==> config.mk <==
export PLATFORM = sky130hd
export DESIGN_NAME = priority_arbiter
export DESIGN_NICKNAME = d
export VERILOG_FILES = /design/src/rtl/priority_arbiter.sv
export SDC_FILE = /design/constraint.sdc
export NUM_CORES = 1
export LEC_CHECK = 0
export CAP_MARGIN = 40
export CORE_UTILIZATION = 55
export DETAILED_ROUTE_END_ITERATION = 16
export PLACE_DENSITY = 0.76
export SETUP_SLACK_MARGIN = 0.02
export SLEW_MARGIN = 20
export SYNTH_ARGS = -nofsm -noshare
export SYNTH_HDL_FRONTEND = slang
export SYNTH_SLANG_ARGS = --single-unit
==> constraint.sdc <==
create_clock -name clk -period 5.4 [get_ports clk]
set_input_delay 1.62 -clock clk [delete_from_list [all_inputs] [get_ports clk]]
set_output_delay 1.62 -clock clk [all_outputs]
set_load 0.1 [all_outputs]
==> src/rtl/priority_arbiter.sv <==
// Eight-way resource arbiter: highest-index-first or round-robin selection,
// registered one-hot grant held until done, request drop or hold timeout.
module priority_arbiter #(
  parameter int unsigned N        = 8,
  parameter int unsigned IDW      = 3,
  parameter int unsigned MAX_HOLD = 16
) (
  input  logic           clk,
  input  logic           rst_n,
  input  logic [N-1:0]   req,
  input  logic           rr_mode,
  input  logic           done,
  output logic [N-1:0]   gnt,
  output logic [IDW-1:0] gnt_id,
  output logic           gnt_valid,
  output logic           timeout
);

  localparam int unsigned CW = 8;
  localparam logic [CW-1:0] HOLD_LAST = (MAX_HOLD == 0) ? '0 : CW'(MAX_HOLD - 1);
  localparam logic [CW-1:0] CNT_MAX   = '1;
  localparam logic [N-1:0]  ONE_HOT0  = {{(N-1){1'b0}}, 1'b1};

  typedef enum logic {IDLE, GRANT} state_e;

  state_e         state_q, state_d;
  logic [N-1:0]   gnt_q, gnt_d;
  logic [IDW-1:0] id_q, id_d;
  logic           valid_q, valid_d;
  logic           timeout_q, timeout_d;
  logic [IDW-1:0] last_q, last_d;
  logic [CW-1:0]  cnt_q, cnt_d;

  logic [IDW-1:0] arb_start;
  logic [IDW-1:0] arb_idx;
  logic [IDW-1:0] win;
  logic           rel_norm;
  logic           rel_to;

  // Scan from start-1 downward with wrap; the nearest set bit overwrites farther ones.
  // A start of 0 gives the fixed order N-1 .. 0.
  always_comb begin
    win       = '0;
    arb_idx   = '0;
    arb_start = rr_mode ? last_q : '0;
    for (int k = int'(N); k >= 1; k--) begin
      arb_idx = IDW'((int'(arb_start) + int'(N) - k) % int'(N));
      if (req[arb_idx]) win = arb_idx;
    end
  end

  always_comb begin
    rel_norm = done | ~req[id_q];
    rel_to   = (MAX_HOLD != 0) && (cnt_q == HOLD_LAST);
  end

  always_ff @(posedge clk or negedge rst_n) begin
    if (!rst_n) begin
      state_q   <= IDLE;
      gnt_q     <= '0;
      id_q      <= '0;
      valid_q   <= 1'b0;
      timeout_q <= 1'b0;
      last_q    <= '0;
      cnt_q     <= '0;
    end else begin
      state_q   <= state_d;
      gnt_q     <= gnt_d;
      id_q      <= id_d;
      valid_q   <= valid_d;
      timeout_q <= timeout_d;
      last_q    <= last_d;
      cnt_q     <= cnt_d;
    end
  end

  always_comb begin
    state_d   = state_q;
    gnt_d     = gnt_q;
    id_d      = id_q;
    valid_d   = valid_q;
    timeout_d = 1'b0;
    last_d    = last_q;
    cnt_d     = cnt_q;
    case (state_q)
      IDLE: begin
        if (|req) begin
          state_d = GRANT;
          gnt_d   = ONE_HOT0 << win;
          id_d    = win;
          valid_d = 1'b1;
          last_d  = win;
          cnt_d   = '0;
        end
      end
      GRANT: begin
        if (cnt_q != CNT_MAX) cnt_d = cnt_q + CW'(1);
        // Timeout is flagged only when it is the sole reason for release.
        if (rel_norm || rel_to) begin
          state_d   = IDLE;
          gnt_d     = '0;
          valid_d   = 1'b0;
          timeout_d = rel_to & ~rel_norm;
        end
      end
      default: state_d = IDLE;
    endcase
  end

  assign gnt       = gnt_q;
  assign gnt_id    = id_q;
  assign gnt_valid = valid_q;
  assign timeout   = timeout_q;

endmodule

==> results.toml, run 1 <==
[clock_tree]
cts_buffer_depth = 2
cts_tree = "done"
cts_root_buffer = "clkbuf_8"
hold_buffers = 0
path_clk_slew_ns = 0.07
h-tree-depth = 1
cts_resized = 0
cts_inserted_buffers = 3
cts.sinks = 22
postCtsSetupBuffers = 0
insertion_delay_ns = 0.25

[die]
dieWidth_um = 64.6
io_pins = 25
start_util_pct = 58.1
die-area_sq_um = 4180
rows = 22
fp.dieH_um = 64.6
core-area_sq_um = 3720

[placement]
io_buffers = 24
dp_hpwl_mm = 4.19
gp_congestion = 1.00
placed_cells = 317

[setup_path]
worst-endpoint-arrival_ns = 4.66
end_kind = "flop"
cp_max_fo = 12
required_ns = 5.56
worstSetupPathType = "in2reg"
startpoint_type = "input port"

[min_path]
hp-class = "reg2reg"

[finish]
area_delta_synth_final_pct = 23.2
nets = 289
num_antenna_cells = 0
drive_above_1_share_pct = 18.7
stdcell_count = 321
fill_cells = 292

[sta]
fmax_ghz = 0.222
slew_headroom_pct = 59.0
hold_violations = 0
fin_worst_skew_ns = 0.00240
worst_slew_pin_slew_ns = 0.613
setup_violations = 0
period_minus_slack_ns = 4.50
fin_crit_sh_pct = 83.3
fin_setup_tns_ns = 0
rsz0062_at_grt = "no"
drv_slew = 0

[yosys]
synth_ff_type = "dfrtp_1"
avgSynthCellArea_sq_um = 8.92
syn_nets = 256
ys_warn_count = 0
synth_cell_types = 51
async_flop_share_pct = 100
synth_cells = 242
seq_area_frac_synth_pct = 25.5
synth_seq_cells = 22
synth_area_sq_um = 2160
synth-edff-count = 0

[grt]
grt_max_degree = 28
antenna_found_initial = 0
grt_pass1_wl_mm = 9.19
grt_pass1_vias = 1947
track_usage_pct = 28.1
grt_overflow = 0

[outcome]
status = "finished, final reports clean"

[routing]
vias_per_cell = 6.55
ant_nets = 0
vias = 2103
wl_per_cell_um = 16.8
dr.pass1.iters = 5
drt-total-wl_mm = 5.40
drt_iter0_markers = 253
drc_errors = 0

[run]
max_cap_violations = 0

[power_and_ir_drop]
p_per_area_nw_per_um2 = 573
p_leak_nw = 1.11
peakVddDrop_v = 0.000233
## routing by layer
layer	routed length, um	GRT usage, %
met5	0	0
met1	2270	36.6
met4	201	15.6
met3	313	1.94
met2	2610	46.4
## synthesized netlist by cell type, types with 2 or more instances
cell type / n / area [sq um]
a211oi_1: 4 / 30.0
a221oi_1: 8 / 70.1
o21ai_0: 17 / 85.1
nor2_1: 15 / 56.3
o211ai_1: 4 / 30.0
buf_4: 3 / 22.5
a21bo_2: 5 / 50.1
nor2b_1: 5 / 31.3
dfrtp_1: 22 / 551
xor2_1: 2 / 17.5
nand3_1: 9 / 45.0
a211oi_2: 2 / 25.0
ha_1: 2 / 25.0
buf_2: 8 / 40.0
inv_1: 8 / 30.0
a32oi_1: 2 / 17.5
mux2i_1: 11 / 110
nor4bb_1: 2 / 20.0
o21a_1: 3 / 22.5
nand2_1: 22 / 82.6
mux2_2: 3 / 33.8
mux4_2: 10 / 225
or4_1: 3 / 22.5
a21o_1: 5 / 37.5
nor3_1: 3 / 15.0
clkbuf_1: 2 / 7.51
a21oi_1: 12 / 60.1
and2_1: 9 / 56.3
a21oi_2: 2 / 17.5
o31ai_1: 9 / 67.6
and3_1: 8 / 50.1
a31oi_1: 3 / 18.8
## worst max-delay path, cell delays in order
cell and delay [ns]:
clkdlybuf4s50_1 0.49, buf_4 0.17, and2_1 0.17, inv_2 0.11
ha_1 0.37, inv_1 0.13, a211oi_1 0.32, o31ai_1 0.11
a222oi_1 0.38, o311ai_2 0.17, a311o_1 0.40, o31ai_1 0.23
## state kept, by name, indices dropped and copies added (netlist names)
register	count
last_q	3
timeout	1
cnt_q	8
gnt_valid	1
state_q	1
gnt	8
## placed cells by master (no fill, tap or decap), types with 3 or more instances in the layout
cell type,Yosys,final
a221oi_1,8,8
nand3_1,9,9
nor2_1,15,15
inv_1,8,8
buf_4,3,3
mux2i_1,11,11
buf_8,1,14
nor2b_1,5,5
clkbuf_8,0,3
clkdlybuf4s50_1,0,24
o31ai_1,9,9
o21a_1,3,3
a211oi_1,4,4
mux4_2,10,10
nand2_1,22,22
o21ai_0,17,17
mux2_2,3,3
and3_1,8,8
a31oi_1,3,3
a21oi_1,12,12
a21bo_2,5,5
or4_1,3,3
and2_1,9,9
a21o_1,5,5
nor3_1,3,3
o211ai_1,4,4
dfrtp_1,22,22
## logic make-up (layout without fill, tap and decap cells)
logic type               after synthesis  after routing  share of synthesized area (%)
AO/OA/AOI/OAI                         86             86                           29.1
XOR/XNOR                               3              3                           1.57
adder cells (fa/ha/maj)                2              2                           1.16
buffers and inverters                 24             55                           5.80
flip-flops                            22             22                           25.5
multiplexers                          24             24                           17.1
AND/OR/NAND/NOR                       81             81                           19.8
## worst paths after layout
kind,from,end,cells after the start,slack [ns]
hold reg to reg,gnt[7],gnt[7],2,0.48
max in group asynchronous,rst_n,gnt[1],2,3.33
setup reg to reg,last_q[1],gnt[5],10,2.10
hold / removal,gnt[7],gnt[7],2,0.48
setup / recovery,rr_mode,gnt[5],12,0.90
min in group asynchronous,rst_n,cnt_q[0],1,1.62
## report_power, final
part	internal (W)	switching, W
Combinational	0.000457	0.000693
Sequential	0.000213	0.0000645
Clock	0.0000496	0.0000475
## area by class of cell
class / instances / area (sq um) / share of cell area (%)
Clock buffer: 3 / 41.3 / 1.55
Tap cell: 48 / 60.1 / 2.26
Inverter: 10 / 40.0 / 1.51
Timing Repair Buffer: 42 / 484 / 18.2
Multi-Input combinational cell: 196 / 1480 / 55.8
Sequential cell: 22 / 551 / 20.7
## per-stage QoR
| step | area [sq um] | total power (W) | util [%] | setup WS [ns] | hold WS (ns) |
|---|---|---|---|---|---|
| 6_report | 2660 | 0.00152 | 71.5 | 0.901 | 0.481 |
| 5_1_grt | 2660 | 0.00162 | 71.5 | 0.656 | 0.518 |
| 4_1_cts | 2640 | 0.00151 | 71.1 | 0.923 | 0.486 |
| 3_5_place_dp | 2600 | 0.00141 | 70.0 | 0.666 | 0.470 |
| 3_3_place_gp | 2400 | 0.00130 | 64.5 | 0.748 | 0.461 |
| 2_1_floorplan | 2160 | 0.00111 | - | 1.25 | 0.456 |
(Power assumes the default switching activity.)
==> inputs of run 2 (changes only) <==
clock period = 4.7 ns   (was 5.4 ns; I/O delays follow)
==> run 2 against run 1 <==
Against the previous run: clock skew up 0.0041 ns; largest cell class unchanged; global-route usage grew 0.60 points; first-iteration DRC count is 24% lower.
==> results.toml, run 2 (same netlist as run 1, synthesis figures left out) <==
[outcome]
status = "finished, final reports clean"

[routing]
drc_errors = 0
dr.pass1.iters = 4
ant_nets = 0
vias_per_cell = 6.56
vias = 2144
wl_per_cell_um = 17.3
drt-total-wl_mm = 5.66
drt_iter0_markers = 193

[die]
start_util_pct = 58.1
fp.dieH_um = 64.6
core-area_sq_um = 3720
die-area_sq_um = 4180
dieWidth_um = 64.6
rows = 22
io_pins = 25

[finish]
fin_area_sq_um = 2710
fill_cells = 290
final-seq-area_sq_um = 551
num_antenna_cells = 0
nets = 294
multiInputGateArea_sq_um = 1480
layout_common_cells = "23 x clkdlybuf4s50_1, 22 x nand2_1, 22 x dfrtp_1"
area_delta_synth_final_pct = 25.7
drive_above_1_share_pct = 20.8
layout_commonest_cell = "clkdlybuf4s50_1"

[grt]
grt_use_met1_pct = 38.3
antenna_found_initial = 0
grt_pass1_wl_mm = 9.49
grt.met2_usage_pct = 50.9
grt_pass1_vias = 1986
busiest_layer = "met2"
grt_overflow = 0
grt_max_degree = 28
grtUsageMet3_pct = 2.29
track_usage_pct = 28.7

[sta]
slew_headroom_pct = 56.7
fin_crit_sh_pct = 89.9
fmax_ghz = 0.237
worst_slew_pin_slew_ns = 0.646
period_minus_slack_ns = 4.22
fin_setup_tns_ns = 0
rsz0062_at_grt = "no"
setup_violations = 0
hold_violations = 0
fin_worst_skew_ns = 0.00651
drv_slew = 0

[setup_path]
crit_path_frequent_cell = "o31ai_1"
end_kind = "flop"
path_cells = "clkdlybuf4s50_1, and2_4, inv_4, ha_1, inv_1, a211oi_1, o31ai_1, a222oi_1, o311ai_2, a311o_1, o31ai_1"
cp_max_fo = 13
startpoint_type = "input port"
worst-endpoint-arrival_ns = 4.38
required_ns = 4.86
slowest_stage = "clkdlybuf4s50_1"
slowest_delay_ns = 0.51
worstSetupPathType = "in2reg"

[clock_tree]
cts_resized = 0
insertion_delay_ns = 0.26
cts_tree = "done"
cts_inserted_buffers = 3
cts.sinks = 22
h-tree-depth = 1
cts_root_buffer = "clkbuf_8"
hold_buffers = 0
path_clk_slew_ns = 0.07
cts_buffer_depth = 2
postCtsSetupBuffers = 0

[power_and_ir_drop]
p_leak_nw = 1.14
pwr-share-clk_pct = 9.5
netSwitchingFraction_pct = 51.8
p_sw_w = 0.000944
seqPwrFrac_pct = 16.1
intPower_w = 0.000878
comb_power_share_pct = 74.4
p_per_area_nw_per_um2 = 671
peakVddDrop_v = 0.000251

[placement]
gp_congestion = 0.991
io_buffers = 24
post_dp_cell_area_sq_um = 2640
dp_hpwl_mm = 4.43

[run]
max_cap_violations = 0

[min_path]
hp-class = "reg2reg"
==> run 2: changes by cell type in the layout (fill, tap and decap cells not counted), sizes merged <==
cell,previous run,this run
buf,18,24
bufinv,0,1
clkdlybuf4s50,24,23
==> run 2: final cells by class <==
type | count | area share [%]
Inverter | 10 | 1.48
Tap cell | 48 | 2.21
Clock buffer | 3 | 1.52
Multi-Input combinational cell | 196 | 54.7
Timing Repair Buffer | 47 | 18.7
Clock inverter | 1 | 1.11
Sequential cell | 22 | 20.3
==> run 2: worst paths after layout <==
path | from | end | slack (ns) | depth (start not counted)
setup / recovery | rr_mode | gnt[5] | 0.48 | 11
hold / removal | gnt[4] | gnt[4] | 0.48 | 2
setup reg to reg | last_q[0] | gnt[5] | 1.47 | 11
hold reg to reg | gnt[4] | gnt[4] | 0.48 | 2
max in group asynchronous | rst_n | gnt[3] | 2.83 | 2
min in group asynchronous | rst_n | cnt_q[3] | 1.44 | 1
==> run 2: worst max-delay path, delay by kind of cell <==
family	cells	cell delay (ns)
buffers and inverters	3	0.74
AND/OR/NAND/NOR	1	0.25
AO/OA/AOI/OAI	6	1.61
adder cells (fa/ha/maj)	1	0.36
==> run 2: power by group through the flow <==
| stage | Combinational, W | Clock, W | Sequential, W |
|---|---|---|---|
| 2_1_floorplan | 0.000748 | 0 | 0.000529 |
| 3_3_place_gp | 0.00122 | 0 | 0.000293 |
| 3_5_place_dp | 0.00134 | 0 | 0.000297 |
| 4_1_cts | 0.00134 | 0.000175 | 0.000292 |
| 5_1_grt | 0.00145 | 0.000186 | 0.000302 |
| 6_report | 0.00135 | 0.000173 | 0.000294 |
==> run 2: per-layer routing <==
layer / vias to the layer above / routed length [um]
met1: 1034 / 2500
met4: 0 / 37
met2: 86 / 2850
met5: - / 0
li1: 1018 / -
met3: 6 / 272
==> run 2: per-stage QoR <==
stage	util [%]	cells	worst slack, ns	power (W)	hold WS, ns
2_1_floorplan	-	242	0.757	0.00128	0.456
3_3_place_gp	65.8	310	0.341	0.00152	0.463
3_5_place_dp	71.1	323	0.228	0.00164	0.469
4_1_cts	73.0	327	0.478	0.00181	0.485
5_1_grt	73.0	327	0.221	0.00194	0.505
6_report	73.0	327	0.476	0.00182	0.483
